`config.mk`:
```
export PLATFORM = sky130hd
export DESIGN_NAME = mem_controller
export DESIGN_NICKNAME = d
export VERILOG_FILES = /design/src/rtl/mem_ctrl_pkg.sv /design/src/rtl/wait_counter.sv /design/src/rtl/mem_controller.sv
export SDC_FILE = /design/constraint.sdc
export NUM_CORES = 1
export LEC_CHECK = 0
export BUFFER_PORTS_ARGS = -buffer_cell sky130_fd_sc_hd__buf_2
export CAP_MARGIN = 25
export CORE_MARGIN = 2
export CORE_UTILIZATION = 45
export DETAILED_ROUTE_END_ITERATION = 8
export GPL_TIMING_DRIVEN = 0
export PLACE_DENSITY = 0.74
export SLEW_MARGIN = 10
export SYNTH_ARGS = -nofsm -noshare
export SYNTH_HDL_FRONTEND = slang
export SYNTH_HIERARCHICAL = 1
export SYNTH_SLANG_ARGS = --single-unit
```
`constraint.sdc`:
```
create_clock -name clk_i -period 2.1 [get_ports clk_i]
set_input_delay 0.21 -clock clk_i [delete_from_list [all_inputs] [get_ports clk_i]]
set_output_delay 0.21 -clock clk_i [all_outputs]
set_load 0.01 [all_outputs]
```
`src/rtl/mem_ctrl_pkg.sv`:
```
// mem_ctrl_pkg: shared types and default constants for the memory controller.
//   state_e      - controller FSM states
//   DEF_*        - default bus widths and wait-cycle counts
//   max_u        - helper used to size the wait counter
package mem_ctrl_pkg;

  localparam int unsigned DEF_DATA_W  = 16;
  localparam int unsigned DEF_ADDR_W  = 10;
  localparam int unsigned DEF_RD_WAIT = 8;
  localparam int unsigned DEF_WR_WAIT = 16;

  typedef enum logic [1:0] {
    IDLE       = 2'd0,
    READ_WAIT  = 2'd1,
    WRITE_WAIT = 2'd2,
    RESP       = 2'd3
  } state_e;

  function automatic int unsigned max_u(input int unsigned a, input int unsigned b);
    return (a > b) ? a : b;
  endfunction

endpackage

```
`src/rtl/wait_counter.sv`:
```
// wait_counter: loadable down-counter with a registered zero flag.
//   clk_i, rst_i  - clock, async active-high reset
//   load_i        - load load_val_i (takes priority over decrement)
//   load_val_i    - value to load
//   dec_i         - decrement by one; saturates at zero
//   zero_o        - count is zero
module wait_counter #(
  parameter int unsigned WIDTH = 4
) (
  input  logic             clk_i,
  input  logic             rst_i,
  input  logic             load_i,
  input  logic [WIDTH-1:0] load_val_i,
  input  logic             dec_i,
  output logic             zero_o
);

  logic [WIDTH-1:0] count_q;
  logic             zero_q;

  // Zero flag is tracked alongside the count so it stays a register output.
  always_ff @(posedge clk_i or posedge rst_i) begin
    if (rst_i) begin
      count_q <= '0;
      zero_q  <= 1'b1;
    end else if (load_i) begin
      count_q <= load_val_i;
      zero_q  <= (load_val_i == '0);
    end else if (dec_i && !zero_q) begin
      count_q <= count_q - WIDTH'(1);
      zero_q  <= (count_q == WIDTH'(1));
    end
  end

  assign zero_o = zero_q;

endmodule

```
`src/rtl/mem_controller.sv`:
```
// mem_controller: single-outstanding host-to-SRAM bridge with fixed wait states.
//   clk_i, rst_i                         - clock, async active-high reset
//   req_valid_i/req_ready_o              - host request handshake
//   req_we_i, req_addr_i, req_wdata_i    - request kind, address, write data
//   rsp_valid_o/rsp_ready_i              - host response handshake
//   rsp_we_o, rsp_rdata_o                - write-ack flag, read data (0 for writes)
//   mem_wr_o, mem_addr_o, mem_data_o     - memory strobe, address, write data
//   mem_data_i                           - memory read data
module mem_controller
  import mem_ctrl_pkg::*;
#(
  parameter int unsigned RAM_DATA_WIDTH = DEF_DATA_W,
  parameter int unsigned RAM_ADDR_WIDTH = DEF_ADDR_W,
  parameter int unsigned RD_WAIT_CYCLES = DEF_RD_WAIT,
  parameter int unsigned WR_WAIT_CYCLES = DEF_WR_WAIT
) (
  input  logic                      clk_i,
  input  logic                      rst_i,
  input  logic                      req_valid_i,
  output logic                      req_ready_o,
  input  logic                      req_we_i,
  input  logic [RAM_ADDR_WIDTH-1:0] req_addr_i,
  input  logic [RAM_DATA_WIDTH-1:0] req_wdata_i,
  output logic                      rsp_valid_o,
  input  logic                      rsp_ready_i,
  output logic                      rsp_we_o,
  output logic [RAM_DATA_WIDTH-1:0] rsp_rdata_o,
  output logic                      mem_wr_o,
  output logic [RAM_ADDR_WIDTH-1:0] mem_addr_o,
  output logic [RAM_DATA_WIDTH-1:0] mem_data_o,
  input  logic [RAM_DATA_WIDTH-1:0] mem_data_i
);

  localparam int unsigned CNT_W = $clog2(max_u(RD_WAIT_CYCLES, WR_WAIT_CYCLES) + 1);
  localparam logic [CNT_W-1:0] RD_LOAD = CNT_W'(RD_WAIT_CYCLES - 1);
  localparam logic [CNT_W-1:0] WR_LOAD = CNT_W'(WR_WAIT_CYCLES - 1);

  state_e                    state_q;
  logic                      req_ready_q;
  logic                      rsp_valid_q;
  logic                      rsp_we_q;
  logic [RAM_DATA_WIDTH-1:0] rsp_rdata_q;
  logic                      mem_wr_q;
  logic [RAM_ADDR_WIDTH-1:0] mem_addr_q;
  logic [RAM_DATA_WIDTH-1:0] mem_data_q;

  logic             accept;
  logic             cnt_dec;
  logic             cnt_zero;
  logic [CNT_W-1:0] cnt_load_d;

  // req_ready_q is 1 exactly in IDLE, so this is the accept handshake.
  assign accept     = req_ready_q && req_valid_i;
  assign cnt_load_d = req_we_i ? WR_LOAD : RD_LOAD;
  assign cnt_dec    = (state_q == READ_WAIT) || (state_q == WRITE_WAIT);

  wait_counter #(
    .WIDTH (CNT_W)
  ) u_wait_counter (
    .clk_i      (clk_i),
    .rst_i      (rst_i),
    .load_i     (accept),
    .load_val_i (cnt_load_d),
    .dec_i      (cnt_dec),
    .zero_o     (cnt_zero)
  );

  // Controller FSM; every output is a register updated on state transitions.
  always_ff @(posedge clk_i or posedge rst_i) begin
    if (rst_i) begin
      state_q     <= IDLE;
      req_ready_q <= 1'b1;
      rsp_valid_q <= 1'b0;
      rsp_we_q    <= 1'b0;
      rsp_rdata_q <= '0;
      mem_wr_q    <= 1'b0;
      mem_addr_q  <= '0;
      mem_data_q  <= '0;
    end else begin
      case (state_q)
        IDLE: begin
          if (accept) begin
            mem_addr_q  <= req_addr_i;
            mem_data_q  <= req_wdata_i;
            rsp_we_q    <= req_we_i;
            mem_wr_q    <= req_we_i;
            req_ready_q <= 1'b0;
            state_q     <= req_we_i ? WRITE_WAIT : READ_WAIT;
          end
        end
        READ_WAIT: begin
          if (cnt_zero) begin
            rsp_rdata_q <= mem_data_i;
            rsp_valid_q <= 1'b1;
            state_q     <= RESP;
          end
        end
        WRITE_WAIT: begin
          if (cnt_zero) begin
            rsp_rdata_q <= '0;
            mem_wr_q    <= 1'b0;
            rsp_valid_q <= 1'b1;
            state_q     <= RESP;
          end
        end
        RESP: begin
          if (rsp_ready_i) begin
            rsp_valid_q <= 1'b0;
            req_ready_q <= 1'b1;
            state_q     <= IDLE;
          end
        end
        default: state_q <= IDLE;
      endcase
    end
  end

  assign req_ready_o = req_ready_q;
  assign rsp_valid_o = rsp_valid_q;
  assign rsp_we_o    = rsp_we_q;
  assign rsp_rdata_o = rsp_rdata_q;
  assign mem_wr_o    = mem_wr_q;
  assign mem_addr_o  = mem_addr_q;
  assign mem_data_o  = mem_data_q;

endmodule

```
==> run_results.csv <==
group,metric,value,unit
place,dp_slack,0.348,ns
worst_hold_path,hold_class,"input pin to flop",
critical_path,r2r_end,"state_q[0]$_DFFE_PP0P_",
yosys,synth_cell_types,37,
finish,areaGrowthSynthToFinish,28.2,%
critical_path,start_kind,"flop",
yosys,synth_seq_area_share,53.2,%
cts,clk_latency,0.30,ns
timing,finalMaxSlewViolations,0,
critical_path,end_kind,"flop",
critical_path,cp_data_required_time,2.28,ns
timing,period_minus_slack,1.78,ns
pwr,seqPwrFrac,57.4,%
timing,clock_skew,0.00516,ns
place,dp_hpwl,3910,microns
timing,final.setup.tns,0,ns
drt,dr.pass1.iters,4,
pwr,powerDensity,554,nW/um^2
cts,cts_resized,0,
yosys,yosysTopAreaCell,"dfrtp_1",
yosys,syn-instance-count,207,
yosys,async_flop_share,100,%
yosys,synth_top_flop_cell,"dfrtp_1",
timing,post-route-period-util,84.7,%
floorplanning,start_util,46.5,%
drt,wirelength,5090,microns
pwr,clockPowerShare,37.9,%
drt,via_per_inst,4.73,
critical_path,cp_data_arrival_time,1.96,ns
critical_path,regToRegSetupSlack,0.32,ns
pwr,combPwrFrac,4.7,%
drt,drt_iter0_markers,62,
critical_path,timing.rr.start,"state_q[0]$_DFFE_PP0P_",
timing,hold_viol,0,
pwr,internal_power,1440,uW
drt,via_count,1830,
finish,num-nets-final,369,
drt,drcViolationCount,0,
yosys,syn-cell-area,2550,sq um
yosys,synth-edff-count,0,
global_routing,grt_pass1_wl,8380,microns
cts,htreeDepth,2,
timing,setup_ws,0.321,ns
finish,drive_above_1_share,45.1,%
cts,cts.sinks,54,
pwr,power_leakage,0.00182,uW
status,outcome,"complete, no violations",
timing,finalSetupViolations,0,
timing,timing.fmax,0.562,GHz
critical_path,worstPathMaxFanout,5,
cts,path_clk_slew,0.10,ns
yosys,yosys_warnings,6,
critical_path,reg2reg_depth,5,
yosys,synthTopCellsByArea,"dfrtp_1 51%, mux2_4 12%, nand2b_1 4.7%, ha_1 3.9%, o21ai_0 3.9%",
global_routing,grt_max_degree,32,
floorplanning,die_h,79.2,microns
global_routing,track_usage,17.1,%
drt,wl_per_cell,13.1,microns
yosys,synth.ff_latch_count,54,
cts,cts_made_buffers,5,
pwr,switching_share,20.6,%
yosys,synth.top_cell.area_share,51.1,%
pwr,p_sw,373,uW
global_routing,grt_overflow,0,
job,cap_violations,0,
cts,clock-root-buffer,"clkbuf_8",
yosys,synth.avg_cell_area,12.3,sq um
critical_path,endpoint,"state_q[0]$_DFFE_PP0P_",
floorplanning,coreArea,5470,sq um
floorplanning,boundaryPins,93,
critical_path,startpoint,"state_q[0]$_DFFE_PP0P_",
floorplanning,die_w,79.2,microns
place,io_buffers,92,
timing,rsz0062_at_grt,"false",
finish,num_antenna_cells,0,
cts,cts_tree,"yes",
floorplanning,row_count,27,
global_routing,grt_pass1_vias,1792,
place,globalplace.congestion,0.817,
cts,cts_buffer_depth,2,
floorplanning,dieArea,6280,sq um
critical_path,path_class,"flop to flop",
global_routing,antenna_found_initial,0,
pwr,ir_drop,251,uV
drt,ant_nets,0,
-- power by group through the flow --
| stage | registers (uW) | logic [uW] | clock network, uW |
|---|---|---|---|
| 5_1_grt | 1040 | 97.5 | 756 |
| 3_5_place_dp | 1060 | 85.3 | 0 |
| 2_1_floorplan | 1060 | 28.4 | 0 |
| 4_1_cts | 1040 | 87.1 | 717 |
| 3_3_place_gp | 1060 | 79.2 | 0 |
| 6_report | 1040 | 84.5 | 686 |
-- worst min path at each step --
stage               startpoint                                     to  slack, ns  cells past startpoint
2_1_floorplan            rst_i  u_wait_counter/count_q[0]$_DFFE_PP0P_     0.0002                      1
3_3_place_gp             rst_i  u_wait_counter/count_q[0]$_DFFE_PP0P_       0.16                      2
3_5_place_dp             rst_i  u_wait_counter/count_q[0]$_DFFE_PP0P_       0.16                      2
4_1_cts        req_wdata_i[10]             mem_data_o[10]$_DFFE_PP0P_       0.12                      2
5_1_grt          req_addr_i[3]              mem_addr_o[3]$_DFFE_PP0P_       0.11                      2
6_report         req_addr_i[6]              mem_addr_o[6]$_DFFE_PP0P_       0.13                      2
-- synth_stat cells (all sizes together), types with 3 or more instances --
cell type	instances
a2bb2oi	3
dfrtp	52
inv	7
nand2b	19
ha	8
nor2b	6
buf	5
o31a	3
nor3	3
o21ai	25
nand2	22
clkbuf	3
mux2	28
-- layout make-up --
class	count	area, sq um
fill	483	2210
clock buffer	5	68.8
timing repair buffer	94	490
tap	72	90.1
multi-input combinational	144	1120
inverter	7	26.3
sequential	54	1350
buffer	8	67.6
clock inverter	3	45.0
-- layer usage --
metal	vias up	wire [microns]	global-route usage [%]
met5	-	0	0
met4	0	34	5.17
met3	2	205	3.86
met2	46	2560	28.6
met1	874	2280	22.1
li1	908	-	-
-- per-stage QoR --
step	std cells	cell area, sq um	utilization [%]	hold slack (ns)	power, uW
CTS	387	3260	59.6	0.120	1840
global route	387	3260	59.6	0.114	1890
detailed placement	378	3140	57.4	0.155	1140
global placement	377	3120	57.0	0.156	1140
floorplan	213	2570	-	0.000233	1090
finish	387	3260	59.6	0.133	1810
-- repair_timing --
item,in CTS,in global routing
setup endpoints to repair,0,0
hold endpoints to repair,21,0
hold buffers,1,0
setup buffers,0,0
-- state kept, by name (all words and copies together), names as in the netlist --
| name | count |
|---|---|
| u_wait_counter/zero_o | 1 |
| state_q | 2 |
| mem_addr_o | 10 |
| rsp_we_o | 1 |
| rsp_valid_o | 1 |
| u_wait_counter/count_q | 5 |
| req_ready_o | 1 |
| rsp_rdata_o | 16 |
| mem_wr_o | 1 |
| mem_data_o | 16 |
-- logic make-up (layout without fill, tap and decap cells) --
kind of cell | after synthesis | in the layout | synth area share (%)
flops | 54 | 54 | 53.2
simple gates | 59 | 59 | 13.6
fa+ha+maj | 8 | 8 | 3.93
xor+xnor | 2 | 2 | 0.688
buf+inv | 15 | 117 | 3.69
compound gates | 39 | 39 | 9.19
other cells | 2 | 8 | 0.295
mux | 28 | 28 | 15.5
-- critical path, cell delays in order (launching register included) --
cell	delay [ns]
dfrtp_1	0.45
inv_1	0.13
ha_1	0.36
a21boi_0	0.42
nor3_1	0.15
a2bb2oi_1	0.16
-- placed cells by master, fill, tap and decap left out, drive strengths merged, types with 7 or more instances in the layout --
cell / count
buf: 98
nand2: 22
ha: 8
o21ai: 25
nand2b: 19
clkbuf: 8
dfrtp: 52
conb: 8
inv: 7
mux2: 28
(Power assumes the default switching activity.)
